## src/rtl/ps2_cmd_pkg.sv

```systemverilog
// Shared PS/2 command/response bytes, commander state encoding and LED bit positions.
// Used by ps2_led_commander and its ACK timer.
package ps2_cmd_pkg;

   localparam logic [7:0] PS2_CMD_SET_LEDS = 8'hED;
   localparam logic [7:0] PS2_RSP_ACK      = 8'hFA;
   localparam logic [7:0] PS2_RSP_RESEND   = 8'hFE;
   localparam logic [7:0] PS2_RSP_BAT_OK   = 8'hAA;

   localparam logic [2:0] ST_IDLE      = 3'd0;
   localparam logic [2:0] ST_TX_ED     = 3'd1;
   localparam logic [2:0] ST_WAIT_ACK1 = 3'd2;
   localparam logic [2:0] ST_TX_VAL    = 3'd3;
   localparam logic [2:0] ST_WAIT_ACK2 = 3'd4;
   localparam logic [2:0] ST_GAP       = 3'd5;

   localparam int LED_SCROLL = 0;
   localparam int LED_NUM    = 1;
   localparam int LED_CAPS   = 2;

   typedef enum logic {
      SEL_ED  = 1'b0,
      SEL_VAL = 1'b1
   } tx_sel_e;

   function automatic logic [7:0] led_byte(input logic [2:0] v);
      led_byte = {5'b0, v[LED_CAPS], v[LED_NUM], v[LED_SCROLL]};
   endfunction

endpackage

```

## src/rtl/ps2_ack_timer.sv

```systemverilog
// Response-wait timer: counts while enabled, flags expiry on the last allowed cycle.
module ps2_ack_timer #(
   parameter int unsigned CYCLES = 1000000,
   parameter int unsigned TW     = 20
) (
   input  logic clk,
   input  logic reset,
   input  logic clr_i,
   input  logic en_i,
   output logic expire_o
);

   localparam logic [TW-1:0] LAST = TW'(CYCLES - 1);

   logic [TW-1:0] cnt_q, cnt_d;

   always_comb begin
      cnt_d = cnt_q;
      if (clr_i) begin
         cnt_d = '0;
      end else if (en_i && (cnt_q != LAST)) begin
         cnt_d = cnt_q + TW'(1);
      end
   end

   always_ff @(posedge clk) begin
      if (reset) begin
         cnt_q <= '0;
      end else begin
         cnt_q <= cnt_d;
      end
   end

   assign expire_o = en_i && (cnt_q == LAST);

endmodule

```

## src/rtl/ps2_led_commander.sv

```systemverilog
// PS/2 "Set LEDs" transmit sequencer (0xED, ACK, LED byte, ACK) with per-byte retries.
// Optional request coalescing while busy: define PS2_LED_COALESCE_EN.
//
// state        | meaning
// IDLE         | waiting for led_req (or a pending coalesced request)
// TX_ED        | send_command high, the_command = 0xED
// WAIT_ACK1    | waiting for keyboard response to 0xED
// TX_VAL       | send_command high, the_command = LED byte
// WAIT_ACK2    | waiting for keyboard response to LED byte
// GAP          | one idle cycle between transmit attempts
module ps2_led_commander
   import ps2_cmd_pkg::*;
#(
   parameter int unsigned ACK_TIMEOUT_CYCLES = 1000000,
   parameter int unsigned MAX_RETRIES        = 3,
   parameter int unsigned TW                 = 20
) (
   input  logic       clk,
   input  logic       reset,
   input  logic       led_req,
   input  logic [2:0] led_value,
   input  logic [7:0] rx_data,
   input  logic       rx_valid,
   input  logic       cmd_was_sent,
   input  logic       cmd_timeout,
   output logic [7:0] the_command,
   output logic       send_command,
   output logic       busy,
   output logic       done,
   output logic       error,
   output logic [1:0] retry_cnt
);

   localparam logic [1:0] RETRY_LIMIT = 2'(MAX_RETRIES);

   logic [2:0] state_q, state_d;
   logic [7:0] led_byte_q, led_byte_d;
   tx_sel_e    tx_sel_q, tx_sel_d;
   logic [1:0] retry_q, retry_d;
   logic       done_q, done_d;
   logic       error_q, error_d;
   logic       fail;
   logic       start;
   logic [2:0] start_val;
   logic       waiting;
   logic       expire;

`ifdef PS2_LED_COALESCE_EN
   logic       pend_q, pend_d;
   logic [2:0] pend_val_q, pend_val_d;
`endif

   assign waiting = (state_q == ST_WAIT_ACK1) || (state_q == ST_WAIT_ACK2);

   ps2_ack_timer #(
      .CYCLES (ACK_TIMEOUT_CYCLES),
      .TW     (TW)
   ) u_ack_timer (
      .clk      (clk),
      .reset    (reset),
      .clr_i    (!waiting),
      .en_i     (waiting),
      .expire_o (expire)
   );

   always_comb begin
      start     = 1'b0;
      start_val = led_value;
`ifdef PS2_LED_COALESCE_EN
      pend_d     = pend_q;
      pend_val_d = pend_val_q;
      if ((state_q != ST_IDLE) && led_req) begin
         pend_d     = 1'b1;
         pend_val_d = led_value;
      end
      // A fresh request in IDLE is newer than anything pending, so it wins.
      if (state_q == ST_IDLE) begin
         if (led_req) begin
            start = 1'b1;
         end else if (pend_q) begin
            start     = 1'b1;
            start_val = pend_val_q;
         end
         if (start) begin
            pend_d = 1'b0;
         end
      end
`else
      start = (state_q == ST_IDLE) && led_req;
`endif
   end

   always_comb begin
      state_d    = state_q;
      led_byte_d = led_byte_q;
      tx_sel_d   = tx_sel_q;
      retry_d    = retry_q;
      done_d     = 1'b0;
      error_d    = 1'b0;
      fail       = 1'b0;

      case (state_q)
         ST_IDLE: begin
            if (start) begin
               led_byte_d = led_byte(start_val);
               retry_d    = 2'd0;
               tx_sel_d   = SEL_ED;
               state_d    = ST_TX_ED;
            end
         end
         ST_TX_ED, ST_TX_VAL: begin
            if (cmd_timeout) begin
               fail = 1'b1;
            end else if (cmd_was_sent) begin
               state_d = (state_q == ST_TX_ED) ? ST_WAIT_ACK1 : ST_WAIT_ACK2;
            end
         end
         ST_WAIT_ACK1, ST_WAIT_ACK2: begin
            if (rx_valid && (rx_data == PS2_RSP_ACK)) begin
               if (state_q == ST_WAIT_ACK1) begin
                  retry_d  = 2'd0;
                  tx_sel_d = SEL_VAL;
                  state_d  = ST_GAP;
               end else begin
                  done_d  = 1'b1;
                  state_d = ST_IDLE;
               end
            end else if (rx_valid && (rx_data == PS2_RSP_RESEND)) begin
               fail = 1'b1;
            end else if (expire) begin
               fail = 1'b1;
            end
         end
         ST_GAP: begin
            state_d = (tx_sel_q == SEL_VAL) ? ST_TX_VAL : ST_TX_ED;
         end
         default: begin
            state_d = ST_IDLE;
         end
      endcase

      // Failed attempt: retransmit the same byte after a GAP, or give up.
      if (fail) begin
         if (retry_q < RETRY_LIMIT) begin
            retry_d = retry_q + 2'd1;
            state_d = ST_GAP;
         end else begin
            error_d = 1'b1;
            state_d = ST_IDLE;
         end
      end
   end

   always_ff @(posedge clk) begin
      if (reset) begin
         state_q    <= ST_IDLE;
         led_byte_q <= 8'h00;
         tx_sel_q   <= SEL_ED;
         retry_q    <= 2'd0;
         done_q     <= 1'b0;
         error_q    <= 1'b0;
      end else begin
         state_q    <= state_d;
         led_byte_q <= led_byte_d;
         tx_sel_q   <= tx_sel_d;
         retry_q    <= retry_d;
         done_q     <= done_d;
         error_q    <= error_d;
      end
   end

`ifdef PS2_LED_COALESCE_EN
   always_ff @(posedge clk) begin
      if (reset) begin
         pend_q     <= 1'b0;
         pend_val_q <= 3'd0;
      end else begin
         pend_q     <= pend_d;
         pend_val_q <= pend_val_d;
      end
   end
`endif

   always_comb begin
      the_command = 8'h00;
      if (state_q == ST_TX_ED) begin
         the_command = PS2_CMD_SET_LEDS;
      end else if (state_q == ST_TX_VAL) begin
         the_command = led_byte_q;
      end
   end

   assign send_command = (state_q == ST_TX_ED) || (state_q == ST_TX_VAL);
   assign busy         = (state_q != ST_IDLE);
   assign done         = done_q;
   assign error        = error_q;
   assign retry_cnt    = retry_q;

endmodule

```

## config.mk

```make
export PLATFORM = sky130hd
export DESIGN_NAME = ps2_led_commander
export DESIGN_NICKNAME = d
export VERILOG_FILES = /design/src/rtl/ps2_cmd_pkg.sv /design/src/rtl/ps2_ack_timer.sv /design/src/rtl/ps2_led_commander.sv
export SDC_FILE = /design/constraint.sdc
export NUM_CORES = 1
export LEC_CHECK = 0
export BUFFER_PORTS_ARGS = -buffer_cell sky130_fd_sc_hd__buf_2
export CORE_UTILIZATION = 55
export DETAILED_ROUTE_END_ITERATION = 16
export HOLD_SLACK_MARGIN = 0.06
export PLACE_DENSITY = 0.79
export SETUP_SLACK_MARGIN = 0.1
export SLEW_MARGIN = 10
export SYNTH_ARGS = -nofsm -noshare
export SYNTH_HDL_FRONTEND = slang
export SYNTH_SLANG_ARGS = --single-unit
```

## constraint.sdc

```tcl
create_clock -name clk -period 2.3 [get_ports clk]
set_clock_uncertainty 0.2 [all_clocks]
set_input_delay 0.23 -clock clk [delete_from_list [all_inputs] [get_ports clk]]
set_output_delay 0.23 -clock clk [all_outputs]
set_load 0.01 [all_outputs]
```

==> impl_metrics.xml <==
<?xml version="1.0" encoding="UTF-8"?>
<metrics>
  <group name="power_and_ir_drop">
    <metric name="power_frac_comb" unit="">0.250</metric>
    <metric name="power.share.clock" unit="">0.262</metric>
    <metric name="power_switching" unit="mW">0.396</metric>
    <metric name="p_int" unit="mW">0.823</metric>
    <metric name="share_of_total_power_consumed_by_net_switching" unit="">0.325</metric>
    <metric name="power.ir.vdd_worst" unit="V">0.000417</metric>
    <metric name="p_per_area" unit="mW/mm2">619</metric>
    <metric name="seq_power_share" unit="">0.488</metric>
    <metric name="p_leak" unit="nW">0.804</metric>
  </group>
  <group name="drt">
    <metric name="drtPass1Iterations" unit="">4</metric>
    <metric name="vias_per_cell" unit="">5.84</metric>
    <metric name="dr.first_iter.drc_count" unit="">95</metric>
    <metric name="drtAntennaViolNets" unit="">0</metric>
    <metric name="detail_route.wirelength" unit="mm">3.89</metric>
    <metric name="routed_wire_length_per_instance" unit="um">14.0</metric>
    <metric name="routed_via_count" unit="">1619</metric>
    <metric name="drc" unit="">0</metric>
  </group>
  <group name="logic_synthesis">
    <metric name="netlist_instances" unit="">203</metric>
    <metric name="synth_edf_count" unit="">0</metric>
    <metric name="mappedNetlistArea" unit="mm2">0.00173</metric>
    <metric name="synthesis.area_per_instance" unit="um2">8.52</metric>
    <metric name="postSynth.asyncResetShare" unit="">0</metric>
    <metric name="synth_flop_cell" unit="">dfxtp_1</metric>
    <metric name="post_synth_top_area_cell" unit="">dfxtp_1</metric>
    <metric name="synth_largest_type_area_fraction" unit="">0.359</metric>
    <metric name="postSynthNetCount" unit="">222</metric>
    <metric name="ys.warnings.count" unit="">0</metric>
    <metric name="area_contributors_post_synth" unit="">dfxtp_1 36%, nand2_1 5.9%, nor2_1 5.0%</metric>
    <metric name="postSynthRegisterBits" unit="">31</metric>
    <metric name="synth_seq_area_share" unit="">0.359</metric>
    <metric name="synth.distinct_cells" unit="">54</metric>
  </group>
  <group name="setup_path">
    <metric name="required" unit="ps">2380</metric>
    <metric name="critical-path-max-stage-delay" unit="ps">580</metric>
    <metric name="timing.critical_path.buf_inv" unit="">0</metric>
    <metric name="setup_crit_path_kind" unit="">reg2reg</metric>
    <metric name="timing.critical_path.to_type" unit="">flop</metric>
    <metric name="worstReg2RegStart" unit="">state_q[2]</metric>
    <metric name="critPathArrivalTime" unit="ps">2140</metric>
    <metric name="timing.rr.end" unit="">u_ack_timer.cnt_q[13]</metric>
    <metric name="worst_setup_path_startpoint" unit="">state_q[2]</metric>
    <metric name="cp_slowest_cell" unit="">or4_1</metric>
    <metric name="reg2regPathDepth" unit="">5</metric>
    <metric name="critPathTopFamily" unit="">simple AND/OR/NAND/NOR gates</metric>
    <metric name="start_kind" unit="">flop</metric>
    <metric name="path_cells" unit="">xnor2_2 &gt; nor2_8 &gt; nand2_2 &gt; or4_1 &gt; nand2_1</metric>
    <metric name="reg2reg_slack" unit="ps">230</metric>
    <metric name="crit_fanout" unit="">19</metric>
  </group>
  <group name="grt">
    <metric name="grtUsageMet3" unit="">0.0781</metric>
    <metric name="via_count_of_the_first_global_routing_pass" unit="">1579</metric>
    <metric name="number_of_antenna_violations_at_the_first_check_in_global_routing" unit="">0</metric>
    <metric name="maximum_number_of_pins_on_one_net_before_global_route_repair" unit="">20</metric>
    <metric name="global_route.usage.met2" unit="">0.456</metric>
    <metric name="globalRoute.busiestLayer" unit="">met2</metric>
    <metric name="grt_first_pass_wirelength" unit="mm">6.73</metric>
    <metric name="grtUsageMet1" unit="">0.305</metric>
    <metric name="global_route.overflow_total" unit="">0</metric>
    <metric name="total_global_routing_track_utilization" unit="">0.262</metric>
  </group>
  <group name="sta">
    <metric name="hold-worst-slack" unit="ps">110</metric>
    <metric name="maxClockFrequency" unit="MHz">484</metric>
    <metric name="setup_viol_count_final" unit="">0</metric>
    <metric name="worst_slew_margin_rel" unit="">0.636</metric>
    <metric name="worst-slew-pin-transition" unit="ps">543</metric>
    <metric name="timing.final.crit_period" unit="ps">2070</metric>
    <metric name="timing.final.max_slew_violations" unit="">0</metric>
    <metric name="finalCritPeriodShare" unit="">0.898</metric>
    <metric name="rsz0062_at_grt" unit="">false</metric>
    <metric name="fin_setup_tns" unit="ps">0</metric>
    <metric name="timing_hold_violations_final" unit="">0</metric>
  </group>
  <group name="run_status">
    <metric name="run_status" unit="">finished, final reports clean</metric>
  </group>
  <group name="placed_design">
    <metric name="dp.final_hpwl" unit="mm">2.85</metric>
    <metric name="placed_cell_area" unit="mm2">0.00187</metric>
    <metric name="gpl.final_weighted_congestion" unit="">0.902</metric>
    <metric name="placed_cells" unit="">266</metric>
    <metric name="port_buffers" unit="">29</metric>
  </group>
  <group name="final_layout">
    <metric name="mostFrequentLayoutCell" unit="">dfxtp_1</metric>
    <metric name="finish.net_count" unit="">254</metric>
    <metric name="insertedDiodeCount" unit="">0</metric>
    <metric name="stdcell_area" unit="mm2">0.00197</metric>
    <metric name="commonest_cells_after_routing_fill_and_taps_aside" unit="">30 x dfxtp_1, 29 x buf_2, 27 x nand2_1</metric>
    <metric name="finalNonFillerCells" unit="">277</metric>
    <metric name="final_layout_size_suffix_gt1_frac" unit="">0.243</metric>
    <metric name="syn_to_final_growth" unit="%">14.0</metric>
    <metric name="final_core_occ" unit="">0.685</metric>
  </group>
  <group name="floorplan">
    <metric name="chipWidth" unit="um">58.1</metric>
    <metric name="effective_utilization_at_floorplan" unit="">0.601</metric>
    <metric name="core_area" unit="mm2">0.00288</metric>
    <metric name="die-area" unit="mm2">0.00337</metric>
    <metric name="rows" unit="">19</metric>
    <metric name="pin_count" unit="">31</metric>
    <metric name="chipHeight" unit="um">58.1</metric>
  </group>
  <group name="clock_tree">
    <metric name="ctsLongestPathBuffers" unit="">2</metric>
    <metric name="tritoncts_clock_tree" unit="">built</metric>
    <metric name="ctsRootBufferMaster" unit="">clkbuf_4</metric>
    <metric name="htree_num_levels" unit="">2</metric>
    <metric name="clkTransAtPathRegs" unit="ps">90</metric>
    <metric name="cts_made_buffers" unit="">5</metric>
    <metric name="insertion_delay" unit="ps">330</metric>
    <metric name="cts.sink_count" unit="">31</metric>
    <metric name="postCtsSetupRepairBufs" unit="">0</metric>
  </group>
  <group name="worst_hold_path">
    <metric name="hold_path_class" unit="">in2reg</metric>
    <metric name="holdPathStages" unit="">4</metric>
    <metric name="holdPathEnd" unit="">state_q[0]</metric>
    <metric name="holdCritStartpoint" unit="">cmd_timeout</metric>
  </group>
  <group name="flow_run">
    <metric name="maxCapViolCount" unit="">0</metric>
  </group>
</metrics>
-- metrics by stage --
| step | power, mW | setup WS [ps] |
|---|---|---|
| 2_1_floorplan | 0.828 | 511 |
| 3_3_place_gp | 0.891 | 332 |
| 6_report | 1.22 | 234 |
| 4_1_cts | 1.22 | 224 |
| 3_5_place_dp | 0.902 | 254 |
| 5_1_grt | 1.29 | 91.9 |
-- state kept, by name, summed over array words and instances (netlist names) --
| name | cells |
|---|---|
| led_byte_q | 3 |
| tx_sel_q | 1 |
| state_q | 3 |
| done | 1 |
| error | 1 |
| retry_cnt | 2 |
| u_ack_timer.cnt_q | 20 |
-- final cells by class --
type                    instances  area (um2)
multi-input cells             158        1020
fillers                       243         906
flip-flops and latches         31         622
repair buffers                 36         208
well taps                      42        52.6
clock buffers                   6        51.3
inverters                       3        11.3
clock inverters                 1        5.00
-- cells by family after synthesis --
kind of cell	share of synthesized area
adders and majority gates	0.0145
xor gates and xnor gates	0.0550
AOI/OAI and AO/OA	0.154
muxes	0.0174
other	0.00217
and+or+nand+nor	0.347
DFF	0.359
buffers and inverters	0.0506
-- synthesized netlist by cell type, types with 3 or more instances --
cell type / n
a21oi_1: 8
buf_4: 5
nor3_1: 6
and4_1: 3
inv_1: 3
nand2_1: 27
nand4b_1: 3
nor2_1: 23
o21ai_0: 6
mux2i_1: 3
nand4_1: 4
xor2_1: 6
nor4b_1: 3
or4_1: 6
o211ai_1: 5
dfxtp_1: 31
xnor2_1: 3
and3_1: 7
nand3_1: 7
-- how the worst max path moves through the flow --
stage,end,cells past startpoint
finish,u_ack_timer.cnt_q[13],5
global route,u_ack_timer.cnt_q[13],5
global placement,u_ack_timer.cnt_q[15],5
detailed placement,u_ack_timer.cnt_q[19],5
CTS,u_ack_timer.cnt_q[19],5
floorplan,retry_cnt[0],6
-- layer usage --
layer / up-vias / routed length [um]
li1: 807 / -
met1: 752 / 1600
met2: 51 / 1990
met3: 9 / 236
met4: 0 / 57
met5: - / 0
-- timing repair --
action | in CTS | in global routing
endpoints found under the setup margin | 0 | 1
gates resized for setup | 0 | 1
hold buffers | 4 | 0
endpoints found under the hold margin | 6 | 0
-- power by group through the flow --
stage	combinational, mW	sequential [mW]	clock, mW
after floorplan	0.236	0.591	0
after global placement	0.288	0.603	0
after detailed placement	0.295	0.606	0
after CTS	0.302	0.594	0.326
after global routing	0.334	0.601	0.355
final	0.305	0.595	0.319
-- tightest hold or removal path, cell delays in order --
cell	delay, ps
buf_2	80
a32oi_1	80
nand2_1	140
o2bb2ai_1	70
(Power assumes the default switching activity.)
